===== config.mk =====
export PLATFORM = sky130hd
export DESIGN_NAME = reg_scoreboard
export DESIGN_NICKNAME = d
export VERILOG_FILES = /design/src/rtl/legv8_pkg.sv /design/src/rtl/sb_counter.sv /design/src/rtl/reg_scoreboard.sv
export SDC_FILE = /design/constraint.sdc
export NUM_CORES = 1
export LEC_CHECK = 0
export CELL_PAD_IN_SITES_DETAIL_PLACEMENT = 0
export CELL_PAD_IN_SITES_GLOBAL_PLACEMENT = 1
export CORE_UTILIZATION = 45
export DETAILED_ROUTE_END_ITERATION = 7
export GPL_TIMING_DRIVEN = 0
export PLACE_DENSITY_LB_ADDON = 0.1
export SLEW_MARGIN = 20
export SYNTH_ARGS = -nofsm -noshare
export SYNTH_HDL_FRONTEND = slang
export SYNTH_HIERARCHICAL = 1
export SYNTH_SLANG_ARGS = --single-unit

===== constraint.sdc =====
create_clock -name clk -period 5.6 [get_ports clk]
set_input_delay 1.4 -clock clk [delete_from_list [all_inputs] [get_ports clk]]
set_output_delay 1.4 -clock clk [all_outputs]
set_load 0.02 [all_outputs]

===== src/rtl/legv8_pkg.sv =====
// Shared LEGv8 register-file definitions used by decode, the register
// file and the hazard scoreboard.
package legv8_pkg;

    // Register 31 reads as zero and discards writes.
    localparam logic [4:0] XZR   = 5'd31;
    localparam int         NREGS = 32;

    typedef logic [4:0] reg_addr_t;

endpackage


===== src/rtl/sb_counter.sv =====
// Per-register in-flight write counter for the hazard scoreboard.
// An increment and an effective decrement in the same cycle cancel. A
// decrement at zero has no effect and is reported on underflow instead.
module sb_counter #(
    parameter int CNT_W = 2
) (
    input  logic             clk,
    input  logic             reset,
    input  logic             inc,
    input  logic             dec,
    output logic [CNT_W-1:0] count,
    output logic             sat,
    output logic             zero,
    output logic             underflow
);

    localparam logic [CNT_W-1:0] CNT_MAX = '1;

    logic [CNT_W-1:0] count_reg;
    logic [CNT_W-1:0] count_next;
    logic             dec_eff;

    assign zero      = (count_reg == '0);
    assign sat       = (count_reg == CNT_MAX);
    assign underflow = dec && zero;
    assign dec_eff   = dec && !zero;
    assign count     = count_reg;

    // Net up/down step; simultaneous inc and effective dec leave the count alone.
    always_comb begin
        count_next = count_reg;
        if (inc && !dec_eff) begin
            count_next = count_reg + CNT_W'(1);
        end else if (!inc && dec_eff) begin
            count_next = count_reg - CNT_W'(1);
        end
    end

    // Count register with synchronous reset.
    always_ff @(posedge clk) begin
        if (reset) begin
            count_reg <= '0;
        end else begin
            count_reg <= count_next;
        end
    end

endmodule


===== src/rtl/reg_scoreboard.sv =====
// Register-hazard scoreboard: tracks outstanding writes per architectural
// register, stalls issue on unsafe source reads or counter overflow, and
// watches the register-file writeback port to retire writes.
module reg_scoreboard
    import legv8_pkg::*;
#(
    parameter int CNT_W = 2
) (
    input  logic        clk,
    input  logic        reset,
    input  logic        issue_valid,
    input  logic [4:0]  issue_ra1,
    input  logic [4:0]  issue_ra2,
    input  logic        issue_use1,
    input  logic        issue_use2,
    input  logic        issue_we,
    input  logic [4:0]  issue_wa,
    output logic        issue_ready,
    input  logic        wb_we,
    input  logic [4:0]  wb_wa,
    output logic [31:0] busy_mask,
    output logic [7:0]  inflight,
    output logic        err_underflow
);

    logic [CNT_W-1:0] cnt [NREGS];
    logic [NREGS-1:0] zero_vec;
    logic [NREGS-1:0] sat_vec;
    logic [NREGS-1:0] uf_vec;

    logic       src1_hazard;
    logic       src2_hazard;
    logic       dst_hazard;
    logic       inc_any;
    logic       dec_any;
    logic [7:0] inflight_reg;
    logic [7:0] inflight_next;
    logic       err_reg;
    logic       err_next;

    // One counter per register; XZR is never tracked and reads as idle.
    genvar gi;
    generate
        for (gi = 0; gi < NREGS; gi++) begin : g_cnt
            if (gi == int'(XZR)) begin : g_tie
                assign cnt[gi]      = '0;
                assign zero_vec[gi] = 1'b1;
                assign sat_vec[gi]  = 1'b0;
                assign uf_vec[gi]   = 1'b0;
            end else begin : g_ctr
                sb_counter #(
                    .CNT_W (CNT_W)
                ) u_cnt (
                    .clk       (clk),
                    .reset     (reset),
                    .inc       (inc_any && (issue_wa == reg_addr_t'(gi))),
                    .dec       (wb_we && (wb_wa == reg_addr_t'(gi))),
                    .count     (cnt[gi]),
                    .sat       (sat_vec[gi]),
                    .zero      (zero_vec[gi]),
                    .underflow (uf_vec[gi])
                );
            end
        end
    endgenerate

    // Hazard comparators; a last outstanding write retiring this cycle is
    // forwarded by the register file, and a retiring write frees a slot.
    always_comb begin
        src1_hazard = issue_use1 && (issue_ra1 != XZR) && !zero_vec[issue_ra1]
                      && !((cnt[issue_ra1] == CNT_W'(1)) && wb_we && (wb_wa == issue_ra1));
        src2_hazard = issue_use2 && (issue_ra2 != XZR) && !zero_vec[issue_ra2]
                      && !((cnt[issue_ra2] == CNT_W'(1)) && wb_we && (wb_wa == issue_ra2));
        dst_hazard  = issue_we && (issue_wa != XZR) && sat_vec[issue_wa]
                      && !(wb_we && (wb_wa == issue_wa));
        issue_ready = !src1_hazard && !src2_hazard && !dst_hazard;
    end

    assign inc_any = issue_valid && issue_ready && issue_we && (issue_wa != XZR);
    assign dec_any = wb_we && (wb_wa != XZR) && !zero_vec[wb_wa];

    // Total in-flight count follows the same net-zero rule as the counters;
    // the error flag is sticky until reset.
    always_comb begin
        inflight_next = inflight_reg + {7'd0, inc_any} - {7'd0, dec_any};
        err_next      = err_reg | (|uf_vec);
    end

    // Accumulator and sticky error registers.
    always_ff @(posedge clk) begin
        if (reset) begin
            inflight_reg <= '0;
            err_reg      <= 1'b0;
        end else begin
            inflight_reg <= inflight_next;
            err_reg      <= err_next;
        end
    end

    assign busy_mask     = ~zero_vec;
    assign inflight      = inflight_reg;
    assign err_underflow = err_reg;

endmodule


==> results of run 1 <==
## cells in the mapped netlist (all sizes together) (25+ instances only)
library cell / count
o21ai: 74
buf: 25
dfxtp: 71
nor3: 27
ha: 39
inv: 54
nor4: 26
and2: 63
or3: 32
a21oi: 36
mux4: 38
xor2: 76
nor2: 97
## stage by stage
step           instances  power [mW]  hold WS, ps  utilization, %  TNS [ps]
6_report            1128       1.561        533.0           54.24         0
5_1_grt             1128       1.631        565.1           54.24         0
4_1_cts             1126       1.567        535.7           53.94         0
3_5_place_dp        1110      0.9676        524.2           51.78     -7284
3_3_place_gp        1109      0.9542        502.4           51.69     -7867
2_1_floorplan        844      0.8345        477.6               -         0
## logic make-up after synthesis
family          after synthesis  synth area share, %
simple gates                350                29.08
compound gates              146                11.98
buf+inv                      98                6.572
xor+xnor                     83                10.27
flops                        71                20.07
mux                          55                14.81
fa+ha+maj                    40                7.173
other cells                   1              0.05295
## routing by layer
| metal | wire length (um) | vias to the layer above | GRT usage (%) | share of wire, % |
|---|---|---|---|---|
| met5 | 0 | - | 0 | 0 |
| met4 | 590 | 0 | 11.76 | 2.5 |
| met3 | 1707 | 35 | 6.491 | 7.2 |
| met2 | 10570 | 247 | 45.93 | 45 |
| met1 | 10820 | 3298 | 41.28 | 46 |
| li1 | - | 3165 | - | - |
## final cells by class
cell class	instances	area, um2	area share [%]
plain buffers	44	316.6	3.825
clock buffers	10	239.0	2.888
clock inverters	6	60.06	0.7257
inverters	54	202.7	2.449
multi-input cells	675	5202	62.87
flip-flops and latches	71	1421	17.18
well taps	211	264.0	3.190
repair buffers	57	569.3	6.879
## report_power, final
group	switching [mW]	total, mW	leakage (nW)	internal, mW
Combinational	0.235	0.417	2.63	0.182
Clock	0.243	0.598	0.144	0.355
Sequential	0.0183	0.546	0.574	0.528
Total	0.496	1.56	3.35	1.06
## repair_timing
| item | in CTS | in global routing |
|---|---|---|
| setup endpoints to repair | 6 | 5 |
| resized for setup | 19 | 22 |
| pin swaps | 0 | 1 |
| setup buffers | 0 | 2 |
## worst max-delay path by stage
stage               slack (ps)          from           to
global route                20   issue_wa[0]  inflight[6]
CTS                          5  issue_ra2[2]  inflight[6]
finish                     190   issue_wa[0]  issue_ready
global placement          -850  issue_ra1[1]  issue_ready
floorplan                  410   issue_wa[1]  inflight[6]
detailed placement        -880  issue_ra1[1]  issue_ready
## critical path, cell delays in order
cell           delay (ps)
buf_2                 190
buf_8                 190
mux4_2                550
mux4_2                470
nor3_1                240
a31o_1                180
buf_6                 140
buf_2                 240
nor2_1                 70
dlygate4sd2_1         320
==> reports/metrics.csv, run 1 <==
metric,value,unit
initial antenna violation count,0,
Worst EP arrival,4010,ps
type of the worst min-delay path,reg2reg,
max-cap viol count,0,
unrepaired setup endpoints after global routing,no,
Setup crit end kind,primary output,
Inserted Diodes,0,
skew final,8.560,ps
share of cells above drive strength 1,14.39,%
ys flop type,dfxtp_1,
Leak,3.347,nW
Hold Path Cell Cnt,2,
flop-to-flop setup slack,1000,ps
DR vias,6745,
via-per-instance ratio,5.980,
Setup Viol. Count Final,0,
GR Overflow Total,0,
most frequent cells in the layout,"nor2_1, xor2_1, o21ai_0",
first-pass GRT wire length,36250,um
Antenna Violating Nets Remaining,0,
fin crit share,96.61,%
critical path class,in2out,
reg2reg end,inflight[6],
placed inst area,7901,um2
DRT iter0 DRCs,472,
mapped cell area,7082,um2
Final HPWL DP,18560,um
Starting Density,46.41,%
max reg flops,62,
sequential area share after synthesis,20.07,%
post-synthesis cell type count,63,
VDD IR max,0.1648,mV
root buffer cell,clkbuf_16,
"wirelength, routed",23680,um
Synth Warn #,6,
Peak Freq,184.8,MHz
row cnt,45,
clk_lat worst skew,360,ps
Layout area overhead,16.86,%
"flops & latches, synth",71,
worst r2r path cells,22,
status,"finished, final reports clean",
slew margin rel.,42.47,%
DIE HEIGHT,127.5,um
Die X,127.5,um
Startpoint Class,input pin,
FILL cells,1477,
Hold Buf Count CTS,0,
RePlAce Congestion,0.9697,
nets@finish,979,
design area,8275,um2
cell taking the most area after synthesis,dfxtp_1,
Die Footprint,16240,um2
DP Worst Slack,-881.4,ps
final setup margin,189.9,ps
clock slew at reported path FFs,60,ps
Worst-Margin Slew,855.0,ps
Syn Inst Count,844,
"commonest non-fill, non-tap cell in the layout",nor2_1,
Pre-Repair DR Iteration Count,5,
I/O Pins,69,
Final Hold Vio Count,0,
TritonCTS clock tree,done,
DRC,0,
H-tree level count,3,
sink of the worst hold path,g_cnt[4].g_ctr.u_cnt/count[1],
Final min period,5410,ps
Yosys top cell area share,20.07,%
max-slew violations,0,
TritonCTS Sinks,71,
total track usage,30.06,%
port bufs,54,
WL/cell,20.99,um
Post-synth EDFFs,0,
CTS buffer count,9,
Mapped Nets,911,
largest net degree at the start of global routing,36,
CP max FO,10,
CTS Buffer Depth,2,
"top cells by area, synth","dfxtp_1, mux4_2, xor2_1",
Post-synth ARST share,0,%
Worst Min Path Start,g_cnt[4].g_ctr.u_cnt/count[1],
R2R Path Start,g_cnt[3].g_ctr.u_cnt/count[0],
vias in the first global route,6292,
syn avg cell area,8.391,um2
Crit path required time,4200,ps
CORE AREA,15260,um2
PD cells,188.6,nW/um2
Note: power is estimated with default switching activity, not from simulation.
==> run 2, diff against run 1 <==
Settings changed: CORE_MARGIN set to 8, PLACE_DENSITY set to 0.88, PLACE_DENSITY_LB_ADDON 0.1 to unset.
==> reports/metrics.csv, run 2 (same netlist as run 1, synthesis figures left out) <==
metric,value,unit,change
status,"finished, final reports clean",,
max-cap viol count,0,,unchanged
root buffer cell,clkbuf_16,,
CTS Buffer Depth,2,,unchanged
TritonCTS clock tree,done,,
critical path depth,11,,+1
"slowest stage delay, CP",540,ps,about the same
Final min period,5532,ps,+121.7 ps
Antenna Violating Nets Remaining,0,,unchanged
Final HPWL DP,16960,um,-8.6%
most frequent cells in the layout,"nor2_1, xor2_1, o21ai_0",,
Pre-Repair DR Iteration Count,5,,unchanged
max reg flops,62,,unchanged
total track usage,22.21,%,-7.9 points
Placed Cells,1114,,+0.36%
GR Overflow Total,0,,unchanged
skew final,6.639,ps,-1.921 ps
Starting Density,45.24,%,-1.2 points
slew margin rel.,54.33,%,+12 points
Leak,3.357,nW,+0.30%
share of cells above drive strength 1,14.18,%,-0.22 points
I/O Pins,69,,unchanged
Crit path required time,4200,ps,about the same
CP top delay family,buffers and inverters,,
slowest CP cell,clkdlybuf4s50_1,,
worst r2r path cells,22,,unchanged
CP bufs+invs,5,,unchanged
CTS buffer count,9,,unchanged
RePlAce Congestion,0.9838,,+1.5%
vias in the first global route,6209,,-1.3%
clk_lat worst skew,350,ps,about the same
Startpoint Class,input pin,,
TritonCTS Sinks,71,,unchanged
critical path class,in2out,,
DR top layer,met4,,
Setup Viol. Count Final,0,,unchanged
Die X,141.5,um,+11%
DR vias,6777,,+0.47%
Setup crit end kind,primary output,,
CORE AREA,15660,um2,+2.6%
largest net degree at the start of global routing,64,,+78%
"wirelength, routed",22370,um,-5.5%
Inserted Diodes,0,,unchanged
CP max FO,10,,unchanged
first-pass GRT wire length,34530,um,-4.8%
max-slew violations,0,,unchanged
fin crit share,98.78,%,+2.2 points
via-per-instance ratio,5.981,,about the same
total power,1.583,mW,+1.4%
met1 WL,9553,um,-12%
DRC,0,,unchanged
type of the worst min-delay path,reg2reg,,
Layout area overhead,17.00,%,
post-route non-filler standard cell count,1133,,+0.44%
Die Footprint,20010,um2,+23%
Worst EP arrival,4130,ps,+120 ps
DIE HEIGHT,141.5,um,+11%
DR WL met3,2168,um,+27%
unrepaired setup endpoints after global routing,no,,
CP cell instances,clkdlybuf4s50_1 -> buf_6 -> mux4_2 -> mux2i_2 -> mux2i_1 -> a221oi_1 -> o31a_1 -> buf_2 -> buf_4 -> nor2_1 -> dlygate4sd2_1,,
nets@finish,979,,unchanged
clock slew at reported path FFs,60,ps,about the same
WL/cell,19.75,um,-5.9%
Peak Freq,180.8,MHz,-2.2%
VDD IR max,0.1708,mV,+3.6%
port bufs,54,,unchanged
DRT iter0 DRCs,838,,+78%
"commonest non-fill, non-tap cell in the layout",nor2_1,,
PD cells,191.1,nW/um2,+1.3%
Worst-Margin Slew,678.7,ps,-176.3 ps
row cnt,46,,+2.2%
Hold Path Cell Cnt,2,,unchanged
Hold Buf Count CTS,0,,unchanged
Final Hold Vio Count,0,,unchanged
H-tree level count,3,,unchanged
initial antenna violation count,0,,unchanged
routed length on met2,9899,um,-6.3%
## run 2: cell types whose count changed in the layout (fill, tap and decap cells not counted), sizes merged
cell and change:
clkbuf +5, buf -1, dlymetal6s2s -1, clkdlybuf4s50 +1, clkinv -2, clkinvlp -2
## run 2: layer usage
metal | GRT usage [%] | vias up
li1 | - | 3161
met1 | 28.70 | 3196
met2 | 34.56 | 361
met3 | 5.981 | 59
met4 | 8.819 | 0
met5 | 0 | -
## run 2: worst reg2reg max path: cells and delay by family (launching register included)
kind	cells	cell delay, ps
fa+ha+maj	3	830
flops	1	370
mux	2	420
xor+xnor	1	130
compound gates	6	1080
buf+inv	5	540
simple gates	5	1090
## run 2: path summary, 6_finish.rpt
path | end | from | slack [ps]
worst max-delay path | issue_ready | issue_ra1[1] | 70
worst min-delay path | g_cnt[28].g_ctr.u_cnt/count[1] | g_cnt[28].g_ctr.u_cnt/count[1] | 520
worst max register to register | inflight[6] | g_cnt[18].g_ctr.u_cnt/count[0] | 1010
worst min register to register | g_cnt[28].g_ctr.u_cnt/count[1] | g_cnt[28].g_ctr.u_cnt/count[1] | 520
## run 2: cell type report
cell class	count	area, um2
plain buffers	44	306.5
clock buffers	14	294.0
clock inverters	2	35.03
fillers	1503	7370
inverters	54	202.7
multi-input cells	675	5199
flip-flops and latches	71	1421
well taps	216	270.3
repair buffers	57	556.8
## run 2: what timing repair did
action,4_1_cts,5_1_grt
gates cloned,0,0
resized for setup,13,18
setup endpoints to repair,6,3
pin swaps,0,0
setup buffers,0,3
## run 2: stage by stage
step | utilization [%] | setup WS [ps] | hold WS, ps | cell area [um2] | TNS [ps]
5_1_grt | 52.93 | 7.451 | 540.1 | 8285 | 0
6_report | 52.93 | 68.22 | 519.3 | 8285 | 0
4_1_cts | 52.61 | 10.19 | 520.9 | 8235 | 0
2_1_floorplan | - | 409.6 | 477.6 | 7082 | 0
3_3_place_gp | 50.42 | -779.2 | 504.5 | 7893 | -6850
3_5_place_dp | 50.40 | -790.7 | 512.7 | 7890 | -6320
## run 2: power breakdown
| part | leakage (nW) | switching [mW] | internal (mW) |
|---|---|---|---|
| Sequential | 0.574 | 0.0182 | 0.528 |
| Clock | 0.165 | 0.221 | 0.405 |
| Combinational | 2.62 | 0.230 | 0.180 |
==> run 3, diff against run 2 <==
Settings changed: CAP_MARGIN set to 40.
Clock period 5.6 ns to 6.06 ns, I/O delays scaled along.
==> reports/metrics.csv, run 3 (same netlist as run 1, synthesis figures left out) <==
metric,value,unit,change
status,"finished, final reports clean",,
root buffer cell,clkbuf_16,,
TritonCTS Sinks,71,,unchanged
WL/cell,19.77,um,+0.10%
critical path class,in2reg,,
CTS buffer count,9,,unchanged
Setup crit end kind,flip-flop,,
most frequent cells in the layout,"nor2_1, xor2_1, o21ai_0",,
Placed Cells,1114,,unchanged
via-per-instance ratio,5.981,,about the same
Final min period,5781,ps,
CP max FO,18,,+8
Setup Viol. Count Final,0,,unchanged
hold_ws,518.6,ps,-0.7520 ps
clock slew at reported path FFs,60,ps,about the same
sink of the worst hold path,g_cnt[28].g_ctr.u_cnt/count[1],,
Worst EP arrival,6010,ps,+1880 ps
flop-to-flop setup slack,1400,ps,+390 ps
initial antenna violation count,0,,unchanged
I/O Pins,69,,unchanged
Leak,3.324,nW,-0.99%
first-pass GRT wire length,34480,um,-0.14%
skew final,6.117,ps,-0.5223 ps
RePlAce Congestion,0.9838,,unchanged
port bufs,54,,unchanged
Flop pwr share,34.6,%,about the same
max-slew violations,0,,unchanged
Final HPWL DP,16960,um,unchanged
CORE AREA,15660,um2,unchanged
CTS Buffer Depth,2,,unchanged
total power,1.459,mW,-7.9%
Die Footprint,20010,um2,unchanged
Crit path required time,6280,ps,+2080 ps
Hold Buf Count CTS,0,,unchanged
Net Sw Frac,29.65,%,-0.032 points
Layout area overhead,16.33,%,
max reg flops,62,,unchanged
Startpoint Class,input pin,,
Starting Density,45.24,%,unchanged
fin crit share,95.39,%,
largest net degree at the start of global routing,64,,unchanged
Sw Pwr,0.4326,mW,-8.0%
DRC,0,,unchanged
"wirelength, routed",22320,um,-0.25%
part of the power in combinational logic,25.8,%,about the same
slew margin rel.,49.67,%,-4.7 points
R2R Path Start,g_cnt[19].g_ctr.u_cnt/count[0],,
Worst Min Path Start,g_cnt[28].g_ctr.u_cnt/count[1],,
GR Overflow Total,0,,unchanged
nets@finish,975,,-0.41%
DRT iter0 DRCs,847,,+1.1%
VDD IR max,0.1578,mV,-7.6%
Worst-Margin Slew,755.0,ps,+76.26 ps
Clock Power Share,39.6,%,about the same
Pre-Repair DR Iteration Count,5,,unchanged
Final Hold Vio Count,0,,unchanged
total track usage,22.18,%,-0.029 points
TritonCTS clock tree,done,,
total internal power,1.026,mW,-7.8%
clk_lat worst skew,350,ps,about the same
reg2reg end,inflight[6],,
vias in the first global route,6209,,unchanged
Inserted Diodes,0,,unchanged
PD cells,177.1,nW/um2,-7.3%
DIE HEIGHT,141.5,um,unchanged
worst r2r path cells,22,,unchanged
DR vias,6752,,-0.37%
Hold Path Cell Cnt,2,,unchanged
max-cap viol count,0,,unchanged
H-tree level count,3,,unchanged
row cnt,46,,unchanged
"commonest non-fill, non-tap cell in the layout",nor2_1,,
post-route non-filler standard cell count,1129,,-0.35%
Antenna Violating Nets Remaining,0,,unchanged
type of the worst min-delay path,reg2reg,,
unrepaired setup endpoints after global routing,no,,
Die X,141.5,um,unchanged
share of cells above drive strength 1,13.58,%,-0.60 points
Peak Freq,173.0,MHz,
==> run 3: worst max path at each step <==
stage | startpoint | endpoint | slack, ps | cells past startpoint
3_3_place_gp | issue_ra1[1] | issue_ready | -550 | 11
2_1_floorplan | issue_wa[1] | inflight[6] | 750 | 23
4_1_cts | issue_ra1[1] | issue_ready | 6 | 10
5_1_grt | wb_wa[1] | inflight[6] | 100 | 22
6_report | wb_wa[1] | inflight[6] | 280 | 22
3_5_place_dp | issue_ra1[1] | issue_ready | -540 | 11
==> run 3: routing by layer <==
metal  routed length [um]  vias to the layer above  global-route usage, %  share of wire (%)
met3                 2160                       56                  5.948                9.7
met1                 9506                     3188                  28.70                 43
li1                     -                     3155                      -                  -
met2                 9947                      353                  34.51                 45
met4                  701                        0                  8.762                3.1
met5                    0                        -                      0                  0
==> run 3: timing repair <==
action                     in CTS  in global routing
setup endpoints to repair       3                  2
gates cloned                    0                  0
setup buffers                   0                  0
gates resized for setup         9                  6
==> run 3: worst max-delay path, stage by stage <==
cell	delay, ps
clkdlybuf4s50_1	600
buf_1	620
xnor2_1	180
and3_1	170
o31ai_1	60
o31a_1	250
clkbuf_4	230
or3_4	390
buf_6	140
buf_8	150
ha_1	300
inv_1	60
ha_1	160
inv_1	50
fa_1	370
nor2b_1	150
o21ai_0	90
nand2b_1	110
a21o_1	130
a21oi_1	70
xor2_1	130
nor2_1	50
==> run 3: metrics by stage <==
stage          setup TNS (ps)  setup slack (ps)  cell area [um2]  utilization [%]
6_report                    0             279.1             8238            52.62
5_1_grt                     0             96.40             8238            52.62
4_1_cts                     0             5.560             8227            52.55
3_5_place_dp            -1883            -542.0             7890            50.40
3_3_place_gp            -1798            -547.0             7893            50.42
2_1_floorplan               0             754.6             7082                -
==> run 3: layout make-up <==
type | count | area, um2
fillers | 1510 | 7417
multi-input cells | 675 | 5195
flip-flops and latches | 71 | 1421
repair buffers | 54 | 541.8
clock buffers | 14 | 294.0
plain buffers | 43 | 277.8
well taps | 216 | 270.3
inverters | 54 | 202.7
clock inverters | 2 | 35.03
==> run 3: power by group through the flow <==
stage | Clock, mW | Combinational, mW | Sequential, mW
6_report | 0.578 | 0.376 | 0.505
5_1_grt | 0.604 | 0.409 | 0.507
4_1_cts | 0.589 | 0.375 | 0.505
3_5_place_dp | 0 | 0.372 | 0.515
3_3_place_gp | 0 | 0.369 | 0.515
2_1_floorplan | 0 | 0.238 | 0.533
